**src/rtl/rf_multiport.sv**
```systemverilog
// Multi-port register file: one write port, two registered read ports, per-entry valid bits
// and a sequenced soft-clear engine. Define RF_BYPASS_EN for write-first read-during-write.
module rf_multiport #(
    parameter int unsigned DATA_W = 32,
    parameter int unsigned ADDR_W = 3
) (
    input  logic              clk,
    input  logic              reset_n,
    input  logic              we,
    input  logic [ADDR_W-1:0] wAddr,
    input  logic [DATA_W-1:0] wData,
    input  logic [ADDR_W-1:0] rAddr0,
    output logic [DATA_W-1:0] rData0,
    output logic              rValid0,
    input  logic [ADDR_W-1:0] rAddr1,
    output logic [DATA_W-1:0] rData1,
    output logic              rValid1,
    input  logic              clr_req,
    output logic              clr_busy,
    output logic              clr_done
);

    localparam int unsigned DEPTH = 2 ** ADDR_W;

    typedef enum logic [0:0] {StIdle, StClear} state_e;

    state_e              r_state;
    state_e              w_state_d;
    logic [ADDR_W-1:0]   r_cnt;
    logic [ADDR_W-1:0]   w_cnt_d;
    logic                r_done;
    logic                w_done_d;
    logic [DATA_W-1:0]   r_mem [DEPTH];
    logic [DEPTH-1:0]    r_valid;
    logic [DATA_W-1:0]   r_rdata0;
    logic [DATA_W-1:0]   r_rdata1;
    logic                r_rvalid0;
    logic                r_rvalid1;

    logic                w_wr_acc;
    logic                w_clr_act;
    logic                w_last;
    logic [DATA_W-1:0]   w_rdata0;
    logic [DATA_W-1:0]   w_rdata1;
    logic                w_rvalid0;
    logic                w_rvalid1;

    assign w_wr_acc  = we && (r_state == StIdle);
    assign w_clr_act = (r_state == StClear);
    // All-ones counter is exactly DEPTH-1; terminal detection never relies on wrap-around.
    assign w_last    = (r_cnt == {ADDR_W{1'b1}});

    always_comb begin
        w_state_d = r_state;
        w_cnt_d   = r_cnt;
        w_done_d  = 1'b0;
        unique case (r_state)
            StIdle: begin
                if (clr_req) begin
                    w_state_d = StClear;
                    w_cnt_d   = '0;
                end
            end
            StClear: begin
                w_cnt_d = r_cnt + ADDR_W'(1);
                if (w_last) begin
                    w_state_d = StIdle;
                    w_done_d  = 1'b1;
                end
            end
            default: w_state_d = StIdle;
        endcase
    end

    always_comb begin
        w_rdata0  = r_mem[rAddr0];
        w_rvalid0 = r_valid[rAddr0];
        w_rdata1  = r_mem[rAddr1];
        w_rvalid1 = r_valid[rAddr1];
`ifdef RF_BYPASS_EN
        if (w_wr_acc && (rAddr0 == wAddr)) begin
            w_rdata0  = wData;
            w_rvalid0 = 1'b1;
        end
        if (w_wr_acc && (rAddr1 == wAddr)) begin
            w_rdata1  = wData;
            w_rvalid1 = 1'b1;
        end
`endif
    end

    always_ff @(posedge clk) begin
        if (!reset_n) begin
            r_state <= StIdle;
            r_cnt   <= '0;
            r_done  <= 1'b0;
        end else begin
            r_state <= w_state_d;
            r_cnt   <= w_cnt_d;
            r_done  <= w_done_d;
        end
    end

    always_ff @(posedge clk) begin
        if (!reset_n) begin
            for (int i = 0; i < DEPTH; i++) begin
                r_mem[i] <= '0;
            end
            r_valid   <= '0;
            r_rdata0  <= '0;
            r_rdata1  <= '0;
            r_rvalid0 <= 1'b0;
            r_rvalid1 <= 1'b0;
        end else begin
            // Writes and clears are mutually exclusive since writes only land in IDLE.
            if (w_wr_acc) begin
                r_mem[wAddr]   <= wData;
                r_valid[wAddr] <= 1'b1;
            end else if (w_clr_act) begin
                r_mem[r_cnt]   <= '0;
                r_valid[r_cnt] <= 1'b0;
            end
            r_rdata0  <= w_rdata0;
            r_rvalid0 <= w_rvalid0;
            r_rdata1  <= w_rdata1;
            r_rvalid1 <= w_rvalid1;
        end
    end

    assign rData0   = r_rdata0;
    assign rValid0  = r_rvalid0;
    assign rData1   = r_rdata1;
    assign rValid1  = r_rvalid1;
    assign clr_busy = (r_state == StClear);
    assign clr_done = r_done;

endmodule

```
**config.mk**
```make
export PLATFORM = sky130hd
export DESIGN_NAME = rf_multiport
export DESIGN_NICKNAME = d
export VERILOG_FILES = /design/src/rtl/rf_multiport.sv
export SDC_FILE = /design/constraint.sdc
export NUM_CORES = 1
export LEC_CHECK = 0
export BUFFER_PORTS_ARGS = -buffer_cell sky130_fd_sc_hd__buf_2
export CORE_AREA = 2 2 165 167
export CTS_BUF_LIST = sky130_fd_sc_hd__clkbuf_4 sky130_fd_sc_hd__clkbuf_8
export DETAILED_ROUTE_END_ITERATION = 12
export DIE_AREA = 0 0 167 169
export PLACE_DENSITY = 0.8
export SYNTH_ARGS = -nofsm -noshare
export SYNTH_HDL_FRONTEND = slang
export SYNTH_SLANG_ARGS = --single-unit
export TNS_END_PERCENT = 5
```
**constraint.sdc**
```tcl
create_clock -name clk -period 6.9 [get_ports clk]
set_input_delay 0.69 -clock clk [delete_from_list [all_inputs] [get_ports clk]]
set_output_delay 0.69 -clock clk [all_outputs]
set_load 0.005 [all_outputs]
```
==> run summary <==
synth top area cells = edfxtp_1 (49%), mux4_2 (15%), dfxtp_1 (10%), nor3_1 (5.8%), mux2i_1 (4.2%)
Core Rows = 60
Final min period = 3.64 ns
status = finished clean
Reg-to-Reg End = r_mem[2][7]
startpoint type of the worst setup path = flop
Longest Clk Path Bufs = 3
initial core utilization = 59.2%
first-pass GRT wire length = 59300 um
post-route ant nets = 0
RSZ-0062 raised after global routing = false
CTS tree = yes
Largest stage delay, worst path = 0.83 ns
CP Capture Type = flop
share of cells above drive strength 1 = 31.0%
Synth Instances = 1126
leak pwr = 6.47 nW
setup_tns = 0 ns
reg2reg start = clr_busy
dpl cell area = 16400 um2
Avg Inst Size Synth = 13.9 um2
HP Start = clr_req
Die ar. = 28200 um2
Layout Nets = 1255
Min-Delay Path Class = input pin to flop
final slew viol count = 0
Synth Warn # = 0
GRT Util Overall = 27.3%
final hold violation count = 0
drt total wl = 38600 um
DR iter-0 viols = 1310
Syn Nets = 1173
PwrDens = 265 nW/um2
asr flop ratio synth = 0%
post-cts sizing count = 0
distinct cell type count of the synthesized netlist = 42
initial antenna violation count = 0
cts bufs inserted = 52
Clk Tree Root Cell = clkbuf_8
via count = 10.5k
crit path DAT = 3.88 ns
WHS Path Cells = 3
I/O Buffers = 112
reg-to-reg setup timing slack = 3.26 ns
synth cell count leaders = edfxtp_1 (256), nor3_1 (182), nor2_1 (107)
cell chain of the critical path = nand2_4, mux2_4, o21ai_4, buf_4
grt ovf = 0
GPL Wtd Cong = 0.822
register area share after synthesis = 59.1%
Fill cells = 1852
Synth area leader = edfxtp_1
final core occ = 66.3%
clock latency on the worst-skew pair = 0.58 ns
worst path bufs/invs = 1
H-tree Lvls = 2
DP HPWL = 22200 um
Max-Cap Viols = 0
Fmax achieved = 275 MHz
Slew Limit Headroom = 16.1%
Synth Flop Type = edfxtp_1
Crit path max-delay family = flip-flops
count leader, synth = edfxtp_1
Tcrit/Tclk final = 52.7%
# DRC = 0
Vert. Die Dim = 169 um
TritonRoute pass-1 iters = 5
Post-CTS Setup Bufs = 0
final setup fails = 0
crit path kind = flop to flop
Core Region = 26500 um2
CP required = 7.15 ns
# diodes = 0
Placed Instances = 1495
slew at the pin with the worst max-slew slack = 1.26 ns
Clock Skews = 0.0128 ns
CTS Hold Buffers Added = 0
CP Max Fanout = 66
Final Cell Area = 17600 um2
Die Span X = 167 um
peak supply drop = 0.000150 V
crit path max-delay cell type = dfxtp_1
post-synthesis register bit count = 335
Yosys top cell area share = 49.0%
routed length per instance = 24.2 um
IO Count = 113
final cell count without fillers = 1591
routed vias/inst = 6.63
Area growth, synth to finish = 11.9%
EDFF count, synth = 256
clk sink count = 335
end point of the worst hold path = clr_busy
R2R depth = 4
largest net degree at the start of global routing = 89
Synth Cell Area = 15700 um2
clock-pin transition on the worst setup and hold timing paths = 0.06 ns
vias in the first global route = 10.5k
[power by group]
| group | switching, mW | internal [mW] | leakage, nW | total [mW] |
|---|---|---|---|---|
| clock | 0.780 | 1.05 | 0.617 | 1.83 |
| sequential | 0.0520 | 2.28 | 3.30 | 2.33 |
| combinational | 0.302 | 0.193 | 2.55 | 0.495 |
| total | 1.13 | 3.52 | 6.47 | 4.66 |
[through the flow]
stage | setup WS [ns] | total power, mW | hold slack, ns
3_3_place_gp | 3.15 | 2.85 | 0.483
2_1_floorplan | 2.56 | 2.70 | 0.463
3_5_place_dp | 3.05 | 2.86 | 0.498
5_1_grt | 3.07 | 4.79 | 0.500
4_1_cts | 3.33 | 4.65 | 0.448
6_report | 3.26 | 4.66 | 0.466
[metal layers]
metal  vias to the layer above  GRT usage [%]  wire length (um)
li1                       4518              -                 -
met1                      5204           37.3             14700
met2                       709           45.0             18900
met3                       117           4.19              3680
met4                         0           10.6              1300
met5                         -              0                 0
[placed cells by master, fill, tap and decap left out, types with 2 or more instances in the layout]
cell type    n
a211oi_1     2
a21oi_1     10
a221oi_1    28
and4b_1      4
buf_2      108
buf_4       25
bufinv_16    4
clkbuf_4    17
clkbuf_8    61
clkinv_1     4
clkinv_2    10
dfxtp_1     79
edfxtp_1   256
ha_1         2
inv_1       29
mux2_2      28
mux2_4       3
mux2i_1     66
mux4_2     104
nand2_1     36
nand2b_1     6
nor2_1     107
nor2b_1      2
nor3_1     182
nor3_2      10
nor3b_1      2
nor4bb_1     2
o21ai_0     39
o21ai_4      8
o221ai_4     2
o31ai_1      2
[how the worst max path moves through the flow]
stage                         from           end  slack (ns)  cells after the start
after floorplan            reset_n   r_mem[2][0]        2.56                      6
after global placement     reset_n   r_mem[2][7]        3.15                      5
after detailed placement   reset_n   r_mem[2][7]        3.05                      5
after CTS                 clr_busy  r_mem[2][11]        3.33                      4
after global routing      clr_busy  r_mem[2][18]        3.07                      4
final                     clr_busy   r_mem[2][7]        3.26                      4
[kinds of logic (layout without fill, tap and decap cells)]
family | Yosys count | in the layout | synth area share (%)
and+or+nand+nor | 359 | 359 | 11.1
muxes | 201 | 201 | 21.4
adders and majority gates | 2 | 2 | 0.159
AOI/OAI and AO/OA | 94 | 94 | 3.99
buffers and inverters | 135 | 259 | 4.21
DFF | 335 | 335 | 59.1
[sequential cells by signal, indices dropped and copies added, names as in the netlist]
register	cells
rData1	32
rValid1	1
r_mem	256
rValid0	1
r_cnt	3
rData0	32
r_valid	8
clr_busy	1
clr_done	1
[layout make-up]
class	instances	area, um2	area share [%]
multi-input combinational	656	5870	33.4
sequential	335	9270	52.8
clock inverter	18	189	1.08
clock buffer	78	967	5.51
inverter	30	113	0.641
timing repair buffer	133	728	4.15
tap	341	427	2.43
[worst register-to-register path, delay by kind of cell (launching register included)]
family | cells | cell delay, ns
and+or+nand+nor | 1 | 0.52
DFF | 1 | 0.83
buffers and inverters | 1 | 0.41
muxes | 1 | 0.77
AOI/OAI and AO/OA | 1 | 0.77
No activity file was read; power rests on OpenSTA's default activity.
